===== config.mk =====
export PLATFORM = sky130hd
export DESIGN_NAME = datapath_sequencer_flat
export DESIGN_NICKNAME = d
export VERILOG_FILES = /design/src/rtl/seq_pkg.sv /design/src/rtl/datapath_sequencer_if.sv /design/src/rtl/seq_shadow_cnt.sv /design/src/rtl/datapath_sequencer.sv /design/src/flat_wrapper.sv
export SDC_FILE = /design/constraint.sdc
export NUM_CORES = 1
export LEC_CHECK = 0
export ABC_AREA = 1
export CELL_PAD_IN_SITES_DETAIL_PLACEMENT = 0
export CELL_PAD_IN_SITES_GLOBAL_PLACEMENT = 1
export CORE_AREA = 2 2 39 41
export CTS_CLUSTER_DIAMETER = 150
export DETAILED_ROUTE_END_ITERATION = 10
export DIE_AREA = 0 0 41 43
export PLACE_DENSITY_LB_ADDON = 0.1
export SLEW_MARGIN = 10
export SYNTH_ARGS = -nofsm -noshare
export SYNTH_HDL_FRONTEND = slang
export SYNTH_HIERARCHICAL = 1
export SYNTH_SLANG_ARGS = --single-unit
export TNS_END_PERCENT = 50

===== constraint.sdc =====
create_clock -name clock -period 1.95 [get_ports clock]
set_input_delay 0.195 -clock clock [delete_from_list [all_inputs] [get_ports clock]]
set_output_delay 0.195 -clock clock [all_outputs]
set_load 0.1 [all_outputs]

===== src/rtl/seq_pkg.sv =====
// Shared types and sizes for the datapath sequencer.
// Memory B holds one ALU result per word pair of memory A.
package seq_pkg;

  localparam int DEPTH_A = 8;
  localparam int AW_A    = 3;
  localparam int DEPTH_B = DEPTH_A / 2;
  localparam int AW_B    = AW_A - 1;

  typedef enum logic [2:0] {
    IDLE,
    LOAD,
    COMPUTE,
    DONE,
    DRAIN
  } state_t;

endpackage


===== src/rtl/datapath_sequencer_if.sv =====
// Control handshake between the sequencer and its environment.
// SEQ_ABORT_EN adds the abort request line.
interface datapath_sequencer_if;

  logic start;
  logic in_valid;
  logic in_ready;
  logic weA;
  logic incA;
  logic weB;
  logic incB;
  logic busy;
  logic done;

`ifdef SEQ_ABORT_EN
  logic abort;

  modport master (
    output start, in_valid, abort,
    input  in_ready, weA, incA,
    input  weB, incB, busy, done
  );

  modport slave (
    input  start, in_valid, abort,
    output in_ready, weA, incA,
    output weB, incB, busy, done
  );
`else
  modport master (
    output start, in_valid,
    input  in_ready, weA, incA,
    input  weB, incB, busy, done
  );

  modport slave (
    input  start, in_valid,
    output in_ready, weA, incA,
    output weB, incB, busy, done
  );
`endif

endinterface


===== src/rtl/seq_shadow_cnt.sv =====
// Wrapping up-counter mirroring an external address counter.
// Wraps at 2**W, matching the memory depth.
module seq_shadow_cnt #(
  parameter int W = 3
) (
  input  logic         clock,
  input  logic         reset,
  input  logic         inc,
  output logic [W-1:0] cnt
);

  always_ff @(posedge clock or negedge reset) begin
    if (!reset) begin
      cnt <= '0;
    end else if (inc) begin
      cnt <= cnt + W'(1);
    end
  end

endmodule


===== src/rtl/datapath_sequencer.sv =====
// Sequencer for the A-memory -> delay -> ALU -> B-memory datapath.
// Define SEQ_ABORT_EN to add abort with counter drain.
module datapath_sequencer
  import seq_pkg::*;
(
  input logic                 clock,
  input logic                 reset,
  datapath_sequencer_if.slave bus
);

  state_t state;
  state_t next;

  logic [AW_A-1:0] cntA;
  logic [AW_B-1:0] cntB;

  logic inReady;
  logic weA;
  logic incA;
  logic weB;
  logic incB;
  logic lastA;
  logic abortReq;

  assign lastA = (cntA == AW_A'(DEPTH_A - 1));

`ifdef SEQ_ABORT_EN
  assign abortReq = bus.abort &&
                    (state == LOAD || state == COMPUTE);
`else
  assign abortReq = 1'b0;
`endif

  always_ff @(posedge clock or negedge reset) begin
    if (!reset) begin
      state <= IDLE;
    end else begin
      state <= next;
    end
  end

  always_comb begin
    next    = state;
    inReady = 1'b0;
    weA     = 1'b0;
    incA    = 1'b0;
    weB     = 1'b0;
    incB    = 1'b0;
    unique case (state)
      IDLE: begin
        if (bus.start) next = LOAD;
      end
      LOAD: begin
        inReady = 1'b1;
        if (bus.in_valid) begin
          weA  = 1'b1;
          incA = 1'b1;
          if (lastA) next = COMPUTE;
        end
      end
      COMPUTE: begin
        // odd address: delay holds the even partner
        incA = 1'b1;
        weB  = cntA[0];
        incB = cntA[0];
        if (lastA) next = DONE;
      end
      DONE: begin
        next = IDLE;
      end
      DRAIN: begin
`ifdef SEQ_ABORT_EN
        incA = (cntA != '0);
        incB = (cntB != '0);
        if (cntA == '0 && cntB == '0) next = IDLE;
`else
        next = IDLE;
`endif
      end
      default: begin
        next = IDLE;
      end
    endcase
    if (abortReq) begin
      next    = DRAIN;
      inReady = 1'b0;
      weA     = 1'b0;
      incA    = 1'b0;
      weB     = 1'b0;
      incB    = 1'b0;
    end
  end

  seq_shadow_cnt #(.W(AW_A)) uCntA (
    .clock (clock),
    .reset (reset),
    .inc   (incA),
    .cnt   (cntA)
  );

  seq_shadow_cnt #(.W(AW_B)) uCntB (
    .clock (clock),
    .reset (reset),
    .inc   (incB),
    .cnt   (cntB)
  );

  assign bus.in_ready = inReady;
  assign bus.weA      = weA;
  assign bus.incA     = incA;
  assign bus.weB      = weB;
  assign bus.incB     = incB;
  assign bus.busy     = (state != IDLE);
  assign bus.done     = (state == DONE);

endmodule


===== src/flat_wrapper.sv =====
// flat-port wrapper written by rule: the top's interface ports become plain ports
module datapath_sequencer_flat import seq_pkg::*;
  (clock, reset, bus_start, bus_in_valid, bus_in_ready, bus_weA, bus_incA, bus_weB, bus_incB, bus_busy, bus_done);
  datapath_sequencer_if bus_i ();
  input logic clock;
  input logic reset;
  input wire logic [$bits(bus_i.start)-1:0] bus_start;
  input wire logic [$bits(bus_i.in_valid)-1:0] bus_in_valid;
  output wire logic [$bits(bus_i.in_ready)-1:0] bus_in_ready;
  output wire logic [$bits(bus_i.weA)-1:0] bus_weA;
  output wire logic [$bits(bus_i.incA)-1:0] bus_incA;
  output wire logic [$bits(bus_i.weB)-1:0] bus_weB;
  output wire logic [$bits(bus_i.incB)-1:0] bus_incB;
  output wire logic [$bits(bus_i.busy)-1:0] bus_busy;
  output wire logic [$bits(bus_i.done)-1:0] bus_done;
  assign bus_i.start = bus_start;
  assign bus_i.in_valid = bus_in_valid;
  assign bus_in_ready = bus_i.in_ready;
  assign bus_weA = bus_i.weA;
  assign bus_incA = bus_i.incA;
  assign bus_weB = bus_i.weB;
  assign bus_incB = bus_i.incB;
  assign bus_busy = bus_i.busy;
  assign bus_done = bus_i.done;
  datapath_sequencer u_core (.clock(clock), .reset(reset), .bus(bus_i));
endmodule

# [Word level (Yosys, flattened, before mapping)]
# Index checks and enable logic that the tools add are counted.
[word_totals] ff_bits=6 output_inout_bits=7 elab_cells=24
[op_classes] add_sub_neg=1 eq_ne=8 mux=10 n_reduce_logical=3
[op_table] op="$mux 3" n=4
[op_table] op="$pmux 3 s3" n=1
[op_table] op="$eq 3x2->1 const B" n=2
[op_table] op="$mux 1" n=4
[op_table] op="$ne 2x1->1 const B" n=2
[op_table] op="$ne 2x2->1 const B" n=2
[op_table] op="$reduce_and 4->1" n=1
[op_table] op="$add 3x1->3 const B" n=1
[op_table] op="$eq 3x1->1 const B" n=1
[op_table] op="$eq 3x3->1 const B" n=1
[op_table] op="$logic_not 3->1" n=1
[op_table] op="$reduce_bool 3->1" n=1
[op_table] op="$pmux 1 s2" n=1

# [Depth between registers and ports, before layout]
# Gate-level depths: netlist of the first run.
[depth] ltp_word=4 mapped_depth=8 ltp_nobuf=8

# [Hierarchy]
# The synthesis of the first run kept the hierarchy.
[modules_own_cells] module="datapath_sequencer" instances=1 cells_each=36 area_each_um2=245.2 seq_area_each_um2=50.0
[modules_own_cells] module="seq_shadow_cnt" instances=1 cells_each=14 area_each_um2=132.6 seq_area_each_um2=75.1

# [Worst setup path after synthesis of the first run]
# Ideal clock, no wire load.
[synth_path] kind="flip-flop to flip-flop" start="register u_core.state[0]" end="register u_core.uCntA.cnt[1]" arrival_time_ns=3.522 required_time_ns=1.686 slack_ns=-1.836 stages_incl_launch_ff=5 synth_period_minus_slack_ns=3.786 path_cell_list="dfrtp_1 inv_1 ha_1 a21boi_0 o21ai_0"
[synth_via] elab_chain_cells=2 elab_cells_between_ends=3 cone_classes="eq/ne (2); mux (1)"
[synth_rtl] element="start: declaration" line_no="datapath_sequencer.sv:11" source="state_t state;"
[synth_rtl] element="start signal: assignment" line_no="datapath_sequencer.sv:38" source="state <= next;"
[synth_rtl] element="$eq 3x2->1 or $eq 3x1->1 (tied branches)" line_no="datapath_sequencer.sv:49" source="unique case (state)"
[synth_rtl] element="$pmux 1 s2 *" line_no="datapath_sequencer.sv:49"
[synth_rtl] element="named net bus_incA" line_no="flat_wrapper.sv:11" source="output wire logic [$bits(bus_i.incA)-1:0] bus_incA;"
[synth_rtl] element="end signal: assignment" line_no="seq_shadow_cnt.sv:16" source="cnt <= cnt + W'(1);"
[synth_rtl] element="end: declaration" line_no="seq_shadow_cnt.sv:9" source="output logic [W-1:0] cnt"
# The timed path passes the listed nets; every way through them passes the cells marked *.
# A chain may end at the register's enable or synchronous reset.

# [Worst setup path after layout of the first run]
[layout_path] start="register u_core.state[1]" end="output bus_incA"
[layout_via] elab_chain_cells=2 elab_cells_between_ends=3 cone_classes="eq/ne (2); mux (1)"
[layout_rtl] element="$eq 3x2->1 or $eq 3x1->1 (tied branches)" line_no="datapath_sequencer.sv:49"
[layout_rtl] element="$pmux 1 s2 *" line_no="datapath_sequencer.sv:49"
[layout_rtl] element="end: declaration" line_no="flat_wrapper.sv:11"
# Mark *: on every way between the ends. The rest lies on a longest branch, timed or not.

==> reports/metrics.csv, run 1 <==
stage,metric,value,unit
clock_tree,clkTransAtPathRegs,0.04,ns
detailed_routing,firstDrtPassIters,2,
timing,max_freq,584,MHz
synthesis,yosys-top-cells-area,"dfrtp_1, ha_1, nand2_1",
cells_and_area,drive_gt1_share,28.6,%
detailed_routing,wl_per_cell,8.67,µm
global_route,grt_pass1_wl,1.15,mm
timing,period_needed,1.71,ns
clock_tree,cts_tree,done,
worst_hold_path,min_path_type,input port to asynchronous set/reset pin,
placement,io_buffers,10,
cells_and_area,n_fill_cell,138,
cells_and_area,antenna-diode-count,0,
detailed_routing,drtIter0Drc,2,
synthesis,synth-seq-cells,5,
cells_and_area,areaGrowthSynthToFinish,58.3,%
placement,dp_hpwl,563,µm
detailed_routing,vias_per_cell,4.00,
status,outcome,completed,
floorplanning,rows,14,
timing,rsz0062_at_grt,no,
critical_path,crit_chain,"inv_1, ha_1, nand2_1, a21boi_4, buf_12",
critical_path,cp-end-kind,output port,
clock_tree,cts-root-buf,clkbuf_4,
critical_path,cp.arrival,1.52,ns
clock_tree,htreeDepth,1,
floorplanning,die-height,43,µm
synthesis,synth_cells,50,
cells_and_area,design_area,598,µm²
timing,fin_skew,0.00344,ns
floorplanning,die_x,41,µm
synthesis,syn_area,378,µm²
global_route,grt_max_degree,7,
clock_tree,post_cts_buffers,0,
detailed_routing,ant_nets,0,
timing,setup_viol,0,
timing,drv_slew,0,
placement,pre_cts_ws,0.481,ns
placement,gp_congestion,0.625,
global_route,antenna_found_initial,0,
clock_tree,cts.path.max_buffers,2,
synthesis,yosysSeqAreaShare,33.1,%
placement,placed_cell_area,572,µm²
clock_tree,cts_buffers,3,
timing,tns,0,ns
synthesis,yosysTopAreaCell,dfrtp_1,
clock_tree,clock_latency,0.24,ns
floorplanning,num_io_pins,11,
synthesis,synth_top_area_share,33.1,%
run,drv_cap,0,
detailed_routing,wl,685,µm
cells_and_area,nets,74,
synthesis,avgSynthCellArea,7.56,µm²
critical_path,cp_slowest_cell,dfrtp_1,
synthesis,ys_types,13,
cells_and_area,fin_cells,79,
critical_path,cp-start-kind,flip-flop,
global_route,overflow,0,
critical_path,cpPeakStageDelay,0.41,ns
placement,place_inst,75,
timing,hold_viol,0,
detailed_routing,num_vias,316,
critical_path,cp_max_fo,6,
timing,period_share,87.8,%
global_route,grt_pass1_vias,283,
clock_tree,cts.sinks,5,
floorplanning,core_area,0.00138,mm²
synthesis,syn-num-nets,60,
floorplanning,dieArea,0.00176,mm²
timing,max-slew-margin-rel,84.0,%
clock_tree,postCtsResizedCells,0,
floorplanning,initial_core_util,27.3,%
clock_tree,holdBufCountCts,0,
timing,tightestPinTransition,0.240,ns
detailed_routing,drcViolationCount,0,
critical_path,path_class,flip-flop to output port,
critical_path,required,1.75,ns
global_route,track_usage,10.1,%
timing,layout_setup_ws,0.238,ns
synthesis,ys.warnings.count,6,
-- Yosys cell counts --
master,n
a21boi_0,1
buf_4,1
dfrtp_1,5
ha_1,6
inv_1,10
inv_2,3
nand2_1,13
nand2_2,3
nand3_1,3
nand3_2,1
nor2_1,2
o21ai_0,1
xor2_1,1
-- kinds of logic (layout without fill, tap and decap cells) --
logic type | Yosys count | count (layout) | synth area share [%]
buf+inv | 14 | 27 | 14.9
simple gates | 22 | 22 | 26.5
flops | 5 | 5 | 33.1
xor+xnor | 1 | 1 | 2.32
fa+ha+maj | 6 | 6 | 19.9
compound gates | 2 | 2 | 3.31
-- cells in the final DEF (no fill, tap or decap), drive strengths merged --
| cell | Yosys | routed |
|---|---|---|
| clkdlybuf4s50 | 0 | 3 |
| inv | 13 | 13 |
| xor2 | 1 | 1 |
| nor2 | 2 | 2 |
| ha | 6 | 6 |
| o21ai | 1 | 1 |
| nand2 | 16 | 16 |
| a21boi | 1 | 1 |
| clkbuf | 0 | 4 |
| dfrtp | 5 | 5 |
| buf | 1 | 7 |
| nand3 | 4 | 4 |
-- worst max-delay path, delay by kind of cell (launching register included) --
family / cells / cell delay [ns]
buf+inv: 2 / 0.32
compound gates: 1 / 0.25
simple gates: 1 / 0.11
fa+ha+maj: 1 / 0.19
flops: 1 / 0.41
-- stage by stage --
stage	hold slack [ns]	utilization (%)
2_1_floorplan	-0.101	-
3_3_place_gp	0.438	41.3
3_5_place_dp	0.440	41.3
4_1_cts	0.186	43.2
5_1_grt	0.198	43.2
6_report	0.185	43.2
-- state kept, by name (all words and copies together) (netlist names) --
register          cells
u_core/state          2
u_core/uCntA/cnt      3
-- metal layers --
metal,GRT usage (%),wire [µm],vias to the layer above
met5,0,0,-
met1,13.8,331,134
met2,12.5,308,8
li1,-,-,172
met4,8.00,8,0
met3,3.14,37,2
-- final timing paths --
path | start | end | slack, ns | cells after the start
setup / recovery | u_core/state[1] | bus_incA | 0.24 | 5
hold / removal | reset | u_core/uCntA/cnt[2] | 0.18 | 1
setup reg to reg | u_core/state[1] | u_core/uCntA/cnt[2] | 0.57 | 7
hold reg to reg | u_core/state[1] | u_core/state[1] | 0.55 | 2
max in group asynchronous | reset | u_core/state[1] | 1.57 | 1
min in group clock | u_core/state[1] | u_core/state[1] | 0.55 | 2
-- layout make-up --
cell class                      instances  area, µm²  area share, %
Clock buffer                            4       26.3           4.39
Inverter                               13       48.8           8.16
Timing Repair Buffer                   10        170           28.5
Multi-Input combinational cell         31        208           34.7
Tap cell                               16       20.0           3.35
Sequential cell                         5        125           20.9
Power of run 1 is not shown: default switching activity piles up to over one toggle a cycle in this logic, so the estimate is an artifact.
==> run 2, diff against run 1 <==
SYNTH_HIERARCHICAL = not set   (was 1)
==> run 2 against run 1 <==
Effect of this change:
- design area down 1.5%
- via count shrank 5.4%
- core utilization shrank 0.63 points
- setup slack lost 0.018 ns
- non-clock buffer count stayed put
- routed wire length fell by 8.8%
- clock skew down 0.0019 ns
- highest routed layer is now met3
- synthesized cell count is 2.0% lower
- sequential share of layout area grew 0.31 points
- cell count decreased by 1.3%
- flip-flop and latch count stayed put
- first-iteration DRC count grew to 3.0 times the previous value
==> reports/metrics.csv, run 2 <==
stage,metric,value,unit,change
critical_path,required,1.75,ns,about the same
clock_tree,clkTransAtPathRegs,0.04,ns,about the same
detailed_routing,drtIter0Drc,6,,+4
clock_tree,cts_tree,done,,
timing,period_needed,1.73,ns,+0.0180 ns
synthesis,async_reset_ff_share,100,%,unchanged
floorplanning,dieArea,0.00176,mm²,unchanged
status,outcome,completed,,
synthesis,synth_cells,49,,-2.0%
timing,drv_slew,0,,unchanged
placement,dp_hpwl,533,µm,-5.4%
synthesis,synth-compound-area-share,6.98,%,+3.7 points
timing,max_freq,578,MHz,-1.0%
global_route,track_usage,9.50,%,-0.61 points
detailed_routing,firstDrtPassIters,3,,+1
clock_tree,holdBufCountCts,0,,unchanged
cells_and_area,nets,74,,unchanged
cells_and_area,mostFrequentLayoutCells,"nand2_1, inv_1, ha_1, buf_12, dfrtp_1",,
critical_path,cp.arrival,1.54,ns,+0.02 ns
synthesis,synthMuxAreaShare,0,%,unchanged
cells_and_area,largest_register_ffs,3,,unchanged
timing,tns,0,ns,unchanged
critical_path,path_class,flip-flop to output port,,
clock_tree,post_cts_buffers,0,,unchanged
timing,tightestPinTransition,0.219,ns,-0.0206 ns
cells_and_area,final_common_cell,nand2_1,,
cells_and_area,antenna-diode-count,0,,unchanged
clock_tree,cts.sinks,5,,unchanged
timing,period_share,88.7,%,+0.92 points
synthesis,syn_area,377,µm²,-0.33%
worst_hold_path,min_path_type,input port to asynchronous set/reset pin,,
placement,gp_congestion,0.741,,+19%
detailed_routing,wl,625,µm,-8.8%
clock_tree,cts_buffers,3,,unchanged
timing,hold_viol,0,,unchanged
critical_path,cp-start-kind,flip-flop,,
detailed_routing,ant_nets,0,,unchanged
detailed_routing,drcViolationCount,0,,unchanged
global_route,grt_max_degree,6,,-1
cells_and_area,n_fill_cell,147,,+6.5%
cells_and_area,top_regs,"u_core.uCntA.cnt (3), u_core.state (2)",,
floorplanning,rows,14,,unchanged
synthesis,synthTopCellsByCount,"nand2_1, inv_1, ha_1",,
synthesis,avgSynthCellArea,7.69,µm²,+1.7%
floorplanning,num_io_pins,11,,unchanged
synthesis,synth_ff_type,dfrtp_1,,
synthesis,synth-seq-cells,5,,unchanged
global_route,grt_pass1_vias,269,,-4.9%
floorplanning,die_x,41,µm,unchanged
synthesis,yosysTopAreaCell,dfrtp_1,,
timing,setup_viol,0,,unchanged
synthesis,synth_edf_count,0,,unchanged
timing,layout_setup_ws,0.220,ns,-0.0180 ns
synthesis,syn-num-nets,60,,unchanged
synthesis,ys.warnings.count,0,,-6
timing,max-slew-margin-rel,85.4,%,+1.4 points
placement,io_buffers,10,,unchanged
global_route,grt_pass1_wl,1.06,mm,-7.2%
synthesis,synth_top_family_by_area,simple AND/OR/NAND/NOR gates,,
detailed_routing,num_vias,299,,-5.4%
global_route,antenna_found_initial,0,,unchanged
run,drv_cap,0,,unchanged
timing,fin_skew,0.00152,ns,-0.00192 ns
critical_path,cp-end-kind,output port,,
placement,pre_cts_ws,0.460,ns,-0.0217 ns
clock_tree,htreeDepth,1,,unchanged
clock_tree,cts-root-buf,clkbuf_4,,
synthesis,yosysSeqAreaShare,33.2,%,+0.11 points
cells_and_area,areaGrowthSynthToFinish,56.5,%,
synthesis,ys_types,10,,-3
clock_tree,postCtsResizedCells,0,,unchanged
synthesis,yosys-top-cells-area,"dfrtp_1, ha_1, nand2_1",,
timing,rsz0062_at_grt,no,,
detailed_routing,wl_per_cell,8.01,µm,-7.6%
critical_path,cp_max_fo,5,,-1
synthesis,synth-simple-area-share,23.6,%,-2.9 points
global_route,overflow,0,,unchanged
cells_and_area,drive_gt1_share,22.6,%,-6.0 points
floorplanning,die-height,43,µm,unchanged
detailed_routing,vias_per_cell,3.83,,-4.2%
floorplanning,initial_core_util,27.2,%,-0.090 points
clock_tree,cts.path.max_buffers,2,,unchanged
floorplanning,core_area,0.00138,mm²,unchanged
synthesis,synth_top_area_share,33.2,%,+0.11 points
cells_and_area,design_area,589,µm²,-1.5%
synthesis,yosys.area_share.xor_xnor,0,%,-2.3 points
synthesis,synthAdderAreaFrac,23.3,%,+3.4 points
placement,placed_cell_area,563,µm²,-1.5%
clock_tree,clock_latency,0.24,ns,about the same
synthesis,yosysMostFrequentCell,nand2_1,,
cells_and_area,largest_register,u_core.uCntA.cnt,,
## run 2: changes by cell type after synthesis, sizes merged
cell / delta
o21bai: +1
inv: -2
ha: +1
xor2: -1
o21ai: -1
nand3: -2
nand2: +3
## run 2: through the flow
stage / cells / util (%) / hold WS [ns]
finish: 78 / 42.6 / 0.170
global route: 78 / 42.6 / 0.179
CTS: 78 / 42.6 / 0.168
detailed placement: 74 / 40.7 / 0.430
global placement: 74 / 40.7 / 0.428
floorplan: 49 / - / -0.101
## run 2: critical path: stages (launching register included)
cell and delay [ns]:
dfrtp_1 0.42, inv_1 0.09, ha_1 0.31, a21boi_4 0.27, buf_12 0.21
## run 2: routing by layer
| layer | part of all wire, % | vias up | track usage (%) | wire length (µm) |
|---|---|---|---|---|
| met1 | 49 | 123 | 13.5 | 307 |
| met5 | 0 | - | 0 | 0 |
| met2 | 46 | 7 | 10.0 | 290 |
| met4 | 0 | 0 | 10.0 | 0 |
| met3 | 4.5 | 0 | 3.14 | 28 |
| li1 | - | 169 | - | - |
## run 2: final cells by class
class / count / area (µm²) / area share [%]
multi-input combinational: 32 / 203 / 34.4
timing repair buffer: 10 / 170 / 28.9
sequential: 5 / 125 / 21.2
inverter: 11 / 45.0 / 7.64
clock buffer: 4 / 26.3 / 4.46
tap: 16 / 20.0 / 3.40
## run 2: logic make-up after synthesis
kind of cell	count (synthesis)
AO/OA/AOI/OAI	2
adder cells (fa/ha/maj)	7
buffers and inverters	12
flip-flops	5
AND/OR/NAND/NOR	23
## run 2: final timing paths
kind | cells past startpoint | endpoint | slack, ns | startpoint
max | 4 | bus_incA | 0.22 | u_core.state[0]
min | 1 | u_core.state[1] | 0.17 | reset
max reg2reg | 6 | u_core.uCntA.cnt[0] | 0.57 | u_core.state[0]
min reg2reg | 2 | u_core.uCntA.cnt[1] | 0.47 | u_core.uCntA.cnt[1]
max in group asynchronous | 1 | u_core.uCntA.cnt[0] | 1.60 | reset
min in group clock | 2 | u_core.uCntA.cnt[1] | 0.47 | u_core.uCntA.cnt[1]
Power of run 2 is left out for the same reason.
